File: src/rtl/scan_mux.sv
// Registered multi-channel INPUTS-to-1 selector with a direct-select mode and
// a built-in scan sequencer (programmable dwell, one-shot or continuous sweep).
module scan_mux #(
    parameter int CHANNELS = 2,
    parameter int INPUTS   = 4,
    parameter int SEL_W    = 2,
    parameter int DWELL    = 1,
    parameter int DWELL_W  = 4
) (
    input  logic                         clk,
    input  logic                         rst,
    input  logic [CHANNELS-1:0]          nG,
    input  logic [CHANNELS*INPUTS-1:0]   D,
    input  logic [SEL_W-1:0]             SEL,
    input  logic                         MODE,
    input  logic                         SCAN_CONT,
    input  logic                         START,
    output logic [CHANNELS-1:0]          Y,
    output logic [SEL_W-1:0]             SEL_OUT,
    output logic                         STROBE,
    output logic                         BUSY,
    output logic                         DONE
);

    localparam logic [0:0] IDLE = 1'b0;
    localparam logic [0:0] SCAN = 1'b1;

    localparam logic [DWELL_W-1:0] CNT_LAST = DWELL_W'(DWELL - 1);
    localparam logic [SEL_W-1:0]   IDX_LAST = SEL_W'(INPUTS - 1);

    logic [0:0]          state;
    logic [SEL_W-1:0]    idx;
    logic [DWELL_W-1:0]  cnt;
    logic [CHANNELS-1:0] direct_val;
    logic [CHANNELS-1:0] scan_val;

    // Select s picks bit INPUTS-1-s; with INPUTS a power of two that is ~s.
    for (genvar c = 0; c < CHANNELS; c++) begin : g_ch
        logic [INPUTS-1:0] bank;
        assign bank          = D[c*INPUTS +: INPUTS];
        assign direct_val[c] = ~nG[c] & bank[~SEL];
        assign scan_val[c]   = ~nG[c] & bank[~idx];
    end

    // NOTE: all state below uses non-blocking assignments so every register
    // samples pre-edge values, regardless of statement order.
    always_ff @(posedge clk) begin
        if (rst) begin
            state   <= IDLE;
            idx     <= '0;
            cnt     <= '0;
            Y       <= '0;
            SEL_OUT <= '0;
            STROBE  <= 1'b0;
            BUSY    <= 1'b0;
            DONE    <= 1'b0;
        end else if (!MODE) begin
            // Direct mode also aborts any scan in flight, without DONE.
            state   <= IDLE;
            idx     <= '0;
            cnt     <= '0;
            Y       <= direct_val;
            SEL_OUT <= SEL;
            STROBE  <= 1'b0;
            BUSY    <= 1'b0;
            DONE    <= 1'b0;
        end else begin
            STROBE <= 1'b0;
            DONE   <= 1'b0;
            case (state)
                IDLE: begin
                    if (START) begin
                        state <= SCAN;
                        idx   <= '0;
                        cnt   <= '0;
                        BUSY  <= 1'b1;
                    end
                end
                SCAN: begin
                    Y       <= scan_val;
                    SEL_OUT <= idx;
                    STROBE  <= (cnt == '0);
                    if (cnt != CNT_LAST) begin
                        cnt <= cnt + 1'b1;
                    end else begin
                        cnt <= '0;
                        if (idx != IDX_LAST) begin
                            idx <= idx + 1'b1;
                        end else if (SCAN_CONT) begin
                            idx <= '0;
                        end else begin
                            state <= IDLE;
                            BUSY  <= 1'b0;
                            DONE  <= 1'b1;
                        end
                    end
                end
                default: state <= IDLE;
            endcase
        end
    end

endmodule

File: config.mk
export PLATFORM = sky130hd
export DESIGN_NAME = scan_mux
export DESIGN_NICKNAME = d
export VERILOG_FILES = /design/src/rtl/scan_mux.sv
export SDC_FILE = /design/constraint.sdc
export NUM_CORES = 1
export LEC_CHECK = 0
export CAP_MARGIN = 20
export CORE_MARGIN = 5
export CORE_UTILIZATION = 44
export CTS_BUF_LIST = sky130_fd_sc_hd__clkbuf_4 sky130_fd_sc_hd__clkbuf_8 sky130_fd_sc_hd__clkbuf_16
export CTS_CLUSTER_SIZE = 25
export DETAILED_ROUTE_END_ITERATION = 8
export GPL_ROUTABILITY_DRIVEN = 0
export PLACE_DENSITY = 0.77
export SYNTH_ARGS = -nofsm -noshare
export SYNTH_HDL_FRONTEND = slang
export SYNTH_SLANG_ARGS = --single-unit
export TNS_END_PERCENT = 10
File: constraint.sdc
create_clock -name clk -period 2.25 [get_ports clk]
set_clock_uncertainty 0.2 [all_clocks]
set_input_delay 0.5625 -clock clk [delete_from_list [all_inputs] [get_ports clk]]
set_output_delay 0.5625 -clock clk [all_outputs]
set_load 0.005 [all_outputs]
# --- Word level (Yosys, flattened, before mapping) ---
# Index checks and enable logic that the tools add are counted.
totals:
  n_memories: 0
  mem_bits_ro: 0
  ff_bits: 14
  mem_bits_rw: 0
  output_inout_bits: 7
  latchBits: 0
  input_bits: 17
classes:
  n_mul: 0
  shifts: 0
  magnitude_cmp: 2
  addsub: 2
  n_mux: 31
  reduce_logical: 7
  bitwise: 10
  eq_ne: 7
  div_mod_pow: 0
ops:
  columns: ["op", "count"]
  rows:
  - ["2-bit 2-to-1 mux", 8]
  - ["1-bit 2-to-1 mux", 13]
  - ["2-bit inequality test, second input constant", 5]
  - ["1-bit binary-select mux with 2-bit select", 4]
  - ["4-bit 2-to-1 mux", 2]
  - ["4-bit case mux with 2 select lines", 1]
  - ["2-bit by 3-bit less-than comparator with 1-bit output, second input constant", 2]
  - ["5-bit OR reduction", 1]
  - ["4-bit by 1-bit adder with 4-bit output, second input constant", 1]
  - ["1-bit bitwise AND", 4]
  - ["4-bit zero test", 1]
  - ["1-bit inverter", 4]
  - ["2-bit inverter", 2]
  - ["1-bit case mux with 2 select lines", 2]
  - ["2-bit case mux with 2 select lines", 1]
  - ["4-bit AND reduction", 1]
  - ["4-bit nonzero test", 1]
  - ["3-bit by 2-bit inequality test with 1-bit output, second input constant", 1]
  - ["3-bit AND reduction", 1]
  - ["3-bit OR reduction", 1]
  - ["2-bit by 1-bit adder with 2-bit output, second input constant", 1]
  - ["2-bit by 1-bit inequality test with 1-bit output, second input constant", 1]
  - ["2-bit OR reduction", 1]

# --- Logic depth before layout (Yosys ltp) ---
depth:
  ltp_word: 6
  depth_mapped: 5

# --- Worst setup path after synthesis ---
# No wires, ideal clock.
synth_path:
  kind: "input-to-reg"
  start: "input port SEL[0]"
  end: "register Y[1]"
  required_time_ps: 1930
  setup_ps: 120
  path_stages: 3
  arrival_time_ps: 1407
  setup_slack_ps: 523
  n_path_buf: 0
  cell_sequence: "mux4_2 nor4b_1 a211o_1"
synth_between:
  elab_chain_len: 5
synth_rtl:
  columns: ["item", "line_no", "rtl"]
  rows:
  - ["from (decl)", "14", "input logic [SEL_W-1:0] SEL,"]
  - ["2-bit inverter", "41", "assign direct_val[c] = ~nG[c] & bank[~SEL];"]
  - ["1-bit binary-select mux with 2-bit select", "41", null]
  - ["1-bit 2-to-1 mux (implied by the code)", "41", null]
  - ["1-bit bitwise AND", "41", null]
  - ["2-bit 2-to-1 mux", "57", "end else if (!MODE) begin"]
  - ["to (signal assigned)", "62", "Y <= direct_val;"]
  - ["to (signal assigned)", "80", "Y <= scan_val;"]
  - ["to (decl)", "18", "output logic [CHANNELS-1:0] Y,"]
# No other way between the ends. The select of a mux whose other input is x is not followed.
# A chain may end at the register's enable or synchronous reset.

# --- Worst setup path after layout ---
# Ends and elaborated chain as after synthesis.

==> impl_metrics.toml <==
[detailed_routing]
drtIter0Drc = 10
viasPerCell = 5.56
ant_nets = 0
drc_errors = 0
routedWlPerCell_um = 14.7
drt-total-wl_um = 1690
drtPass1Iterations = 3
dr_total_vias = 639

[grt]
grt_pass1_vias = 643
grt_pass1_wl_um = 2830
grt_usage_pct = 14.2
antenna_found_initial = 0
grt.overflow.total = 0
grt_max_degree = 15

[yosys]
synth_xor_area_share_pct = 1.18
synth_area_leaders = "dfxtp_1 (38%), mux4_2 (12%), ha_1 (6.7%)"
synth_top_family_by_area = "simple AND/OR/NAND/NOR gates"
ys_types = 26
async_flop_share_pct = 0
synth-compound-area-share_pct = 14.5
yosysTopAreaCell = "dfxtp_1"
avgSynthCellArea_um2 = 10.2
synth_edf_count = 0
synth-simple-area-share_pct = 22.5
synth_area_um2 = 744
synth_ff_type = "dfxtp_1"
ys_warn_count = 0
synth_top_cell_area_share_pct = 37.6
synth-seq-area-share_pct = 37.6
synth_seq_cells = 14
syn_nets = 94
synthAdderAreaFrac_pct = 6.72
synth_cells = 73
muxShareOfSynthArea_pct = 14.8

[power_and_ir_drop]
switching_share_pct = 22.5
finalPower_mw = 0.481
p_comb_share_pct = 18.2
leakagePower_nw = 0.379
pwr-share-clk_pct = 27.9
p_seq_share_pct = 53.9
p_sw_mw = 0.108
p_int_mw = 0.373
power_density_nw_per_um2 = 470
ir_worst_vdd_mv = 0.321

[sta]
postLayoutSetupSlackWorst_ns = 0.161
hold_slack_ns = 0.266
post-route-period-util_pct = 92.8
timing.setup.tns_ns = 0
grt_setup_unrepaired = "false"
worst_slew_pin_slew_ns = 0.303
setup_violations = 0
max_freq_mhz = 479
slew_viol_final = 0
hold_violations = 0
post-route-min-period_ns = 2.09
slew_headroom_pct = 79.8

[clocking]
root_buffer = "clkbuf_4"
clkTransAtPathRegs_ns = 0.08
cts_tree = "done"
cts_hold_buf = 0
post_cts_buffers = 0
clock-sinks = 14
cts.path.max_buffers = 2
insertion_delay_ns = 0.26
cts_buffers = 3
htreeDepth = 1
cts_resized = 0

[die]
die_w_um = 51.1
die_h_um = 51.1
num_rows = 14
initial_core_util_pct = 47.8
ios = 24
dieArea_um2 = 2610
fp.coreArea_um2 = 1560

[run_status]
outcome = "finished clean"

[min_path]
worstHoldStart = "Y[0]$_SDFFE_PP0P_"
worst_hold_path_type = "reg2reg"

[finish]
insertedDiodeCount = 0
final_core_util_pct = 65.7
drive_above_1_share_pct = 10.1
final_common_cell = "clkdlybuf4s50_1"
fin_nets = 122
area_growth_pct = 37.5
final_cell_mix = "clkdlybuf4s50_1 (23), dfxtp_1 (14), a21oi_1 (7)"

[critical_path]
cpMaxStageDelayCell = "clkdlybuf4s50_1"
crit_family = "buffers and inverters"
max_stage_delay_ns = 0.56
cp-end-kind = "flip-flop"
crit_fanout = 3
cp-start-kind = "input port"
crit_path_cell_trace = "clkdlybuf4s50_1 -> mux4_2 -> nor4b_1 -> a211o_1"
crit_start = "SEL[0]"
worst-path-buf-inv = 1
cp.required_ns = 2.21
rr_startpoint = "cnt[0]$_SDFFE_PP0P_"
arrival_ns = 2.05
regToRegSetupSlack_ns = 0.48
crit_type = "in2reg"

[placement]
place_ws_ns = -0.126
portBuffers = 23
hpwlAfterDp_um = 1360

[job]
maxCapViolations = 0
==> logic make-up after synthesis <==
group	Yosys count
multiplexers	6
adder cells (fa/ha/maj)	4
buffers and inverters	5
AO/OA/AOI/OAI	17
AND/OR/NAND/NOR	26
flip-flops	14
XOR/XNOR	1
==> synthesized netlist by cell type, types with 2 or more instances <==
library cell   n
dfxtp_1       14
a21oi_1        7
nor2_1         6
ha_1           4
mux4_2         4
nand2b_1       4
a211oi_1       3
inv_1          3
nor2b_1        3
o211ai_1       3
a211o_1        2
mux2i_1        2
nor3b_1        2
nor4b_1        2
nor4bb_1       2
o21ai_0        2
==> worst paths after layout <==
kind / end / cells after the start
max: Y[1]$_SDFFE_PP0P_ / 4
min: Y[0]$_SDFFE_PP0P_ / 1
max reg2reg: idx[1]$_SDFFE_PP0P_ / 5
min reg2reg: Y[0]$_SDFFE_PP0P_ / 1
==> power groups by stage <==
stage | registers, mW | logic [mW] | clock network (mW)
3_5_place_dp | 0.265 | 0.0876 | 0
3_3_place_gp | 0.265 | 0.0862 | 0
5_1_grt | 0.261 | 0.0951 | 0.152
6_report | 0.259 | 0.0875 | 0.134
2_1_floorplan | 0.266 | 0.0329 | 0
4_1_cts | 0.260 | 0.0882 | 0.140
==> flip-flops by register name (all words and copies together), names as in the netlist <==
name and cells:
cnt 4, SEL_OUT 2, Y 2, idx 2, BUSY 1, DONE 1, STROBE 1, state 1
==> metal layers <==
| layer | global-route usage, % | up-vias | part of all wire [%] |
|---|---|---|---|
| met5 | 0 | - | 0 |
| li1 | - | 331 | - |
| met1 | 16.3 | 298 | 44 |
| met3 | 4.36 | 2 | 3.1 |
| met4 | 3.59 | 0 | 0.59 |
| met2 | 25.3 | 8 | 52 |
==> per-stage QoR <==
step,cells,cell area [um^2]
3_3_place_gp,112,1000
6_report,115,1020
4_1_cts,115,1020
3_5_place_dp,112,1000
5_1_grt,115,1020
2_1_floorplan,73,744
==> area by class of cell <==
cell class                      count  area [um^2]
Timing Repair Buffer               25          245
Sequential cell                    14          280
Fill cell                         122          536
Inverter                            3         11.3
Clock buffer                        3         22.5
Multi-Input combinational cell     54          444
Tap cell                           16         20.0
(Power assumes the default switching activity.)
==> variant (same flow settings) <==
`CHANNELS`: 2 -> 1.
--- a/src/rtl/scan_mux.sv
+++ b/src/rtl/scan_mux.sv
@@ -1,7 +1,7 @@
 // Registered multi-channel INPUTS-to-1 selector with a direct-select mode and
 // a built-in scan sequencer (programmable dwell, one-shot or continuous sweep).
 module scan_mux #(
-    parameter int CHANNELS = 2,
+    parameter int CHANNELS = 1,
     parameter int INPUTS   = 4,
     parameter int SEL_W    = 2,
     parameter int DWELL    = 1,
Interface: changed (resized D, Y and nG); port bits go from 24 to 18. The function was not compared with the original's and may differ.
==> variant against the unedited design <==
- core utilization fell by 5.6 points
- fmax grew 9.6%
- sequential share of layout area up 1.7 points
- setup slack improved by 180 ps
- worst hold slack better by 24 ps
- power fell by 4.4%
- routed wire length decreased by 16%
- global-route usage fell by 1.3 points
- area after synthesis fell by 8.4%
- count of clock-buffer cells in the layout increased by 1
- design area down 13%
- sequential cell count shrank 1
==> variant: results (changes against the unedited design) <==
[logic_synthesis]
synth_cell_type_count=29  ; +12%
synth_area_leaders=dfxtp_1 38%, ha_1 7.3%, a21oi_1 5.1%
syn_nets=89  ; -5.3%
synth_commonest_cells=13 x dfxtp_1, 7 x a21oi_1, 6 x nor2_1, 5 x o21ai_0, 4 x ha_1

[global_routing]
grt_usage_pct=12.9  ; -1.3 points
grt_max_degree=10  ; -5
first_global_vias=573  ; -11%

[route]
firstDrtPassIters=4  ; +1
wl_met1_um=675  ; -9.2%
vias=597  ; -6.6%
wl_per_cell_um=13.1  ; -11%
wl_met3_um=65  ; +23%
wl_met2_um=665  ; -25%

[place]
dp_hpwl_mm=1.11  ; -18%
numPortBuffers=17  ; -26%
placed_cell_area_um2=865  ; -14%

[setup_path]
rr_worst_depth=6  ; +1
cpPeakStageDelay_ps=510  ; -50 ps
r2r_slack_ps=650  ; +170 ps
critPathMaxFanout=2  ; -1
regToRegEndpoint=idx[0]$_SDFFE_PP0P_

[hold_path]
whs_path_depth=2  ; +1
min_to=BUSY$_SDFFE_PP0P_

[layout]
fillerInstances=137  ; +12%
drive_above_1_share_pct=12.0  ; +1.9 points
layout.nets=109  ; -11%

[power]
pg_comb_w=0.0000638  ; -27%
irDropWorstVdd_mv=0.390  ; +21%
pwr-share-clk_pct=33.7  ; +5.8 points
p_leak_nw=0.325  ; -14%

[status]
status=finished clean

[clock_network]
cts_max_level=1  ; unchanged

-- variant: worst max-delay path by stage --
stage,start,endpoint,cells after the start
floorplan,D[0],Y$_SDFFE_PP0P_,3
global placement,SEL[1],Y$_SDFFE_PP0P_,4
detailed placement,SEL[1],Y$_SDFFE_PP0P_,4
CTS,Y$_SDFFE_PP0P_,Y,1
global route,Y$_SDFFE_PP0P_,Y,1
finish,Y$_SDFFE_PP0P_,Y,1
-- variant: cell families after synthesis --
family / after synthesis / synth area share [%]
mux: 5 / 9.36
simple gates: 27 / 25.5
buf+inv: 6 / 4.40
flops: 13 / 38.2
fa+ha+maj: 4 / 7.34
compound gates: 18 / 15.2
-- variant: cell type report --
class / count / area (µm²) / area share [%]
Timing Repair Buffer: 19 / 185 / 20.7
Multi-Input combinational cell: 54 / 392 / 43.8
Tap cell: 16 / 20.0 / 2.24
Inverter: 2 / 7.51 / 0.839
Clock buffer: 4 / 30.0 / 3.36
Sequential cell: 13 / 260 / 29.1
-- variant: metal layers --
layer | track usage [%] | vias to the layer above
met1 | 17.3 | 277
met5 | 0 | -
met3 | 5.50 | 2
met2 | 18.5 | 11
li1 | - | 307
met4 | 4.04 | 0
-- variant: through the flow --
| stage | hold slack [ps] | cells | setup slack [ps] | util, % | total power (W) |
|---|---|---|---|---|---|
| after floorplan | 270 | 73 | 765 | - | 0.000273 |
| after global placement | 272 | 104 | 258 | 58.1 | 0.000310 |
| after detailed placement | 284 | 104 | 234 | 58.1 | 0.000310 |
| after CTS | 296 | 108 | 328 | 60.1 | 0.000467 |
| after global routing | 318 | 108 | 300 | 60.1 | 0.000485 |
| final | 290 | 108 | 345 | 60.1 | 0.000460 |
-- variant: tightest hold or removal path, stage by stage (launching register included) --
cell and delay [ps]:
dfxtp_1 310, o21ai_0 70, a21oi_1 70
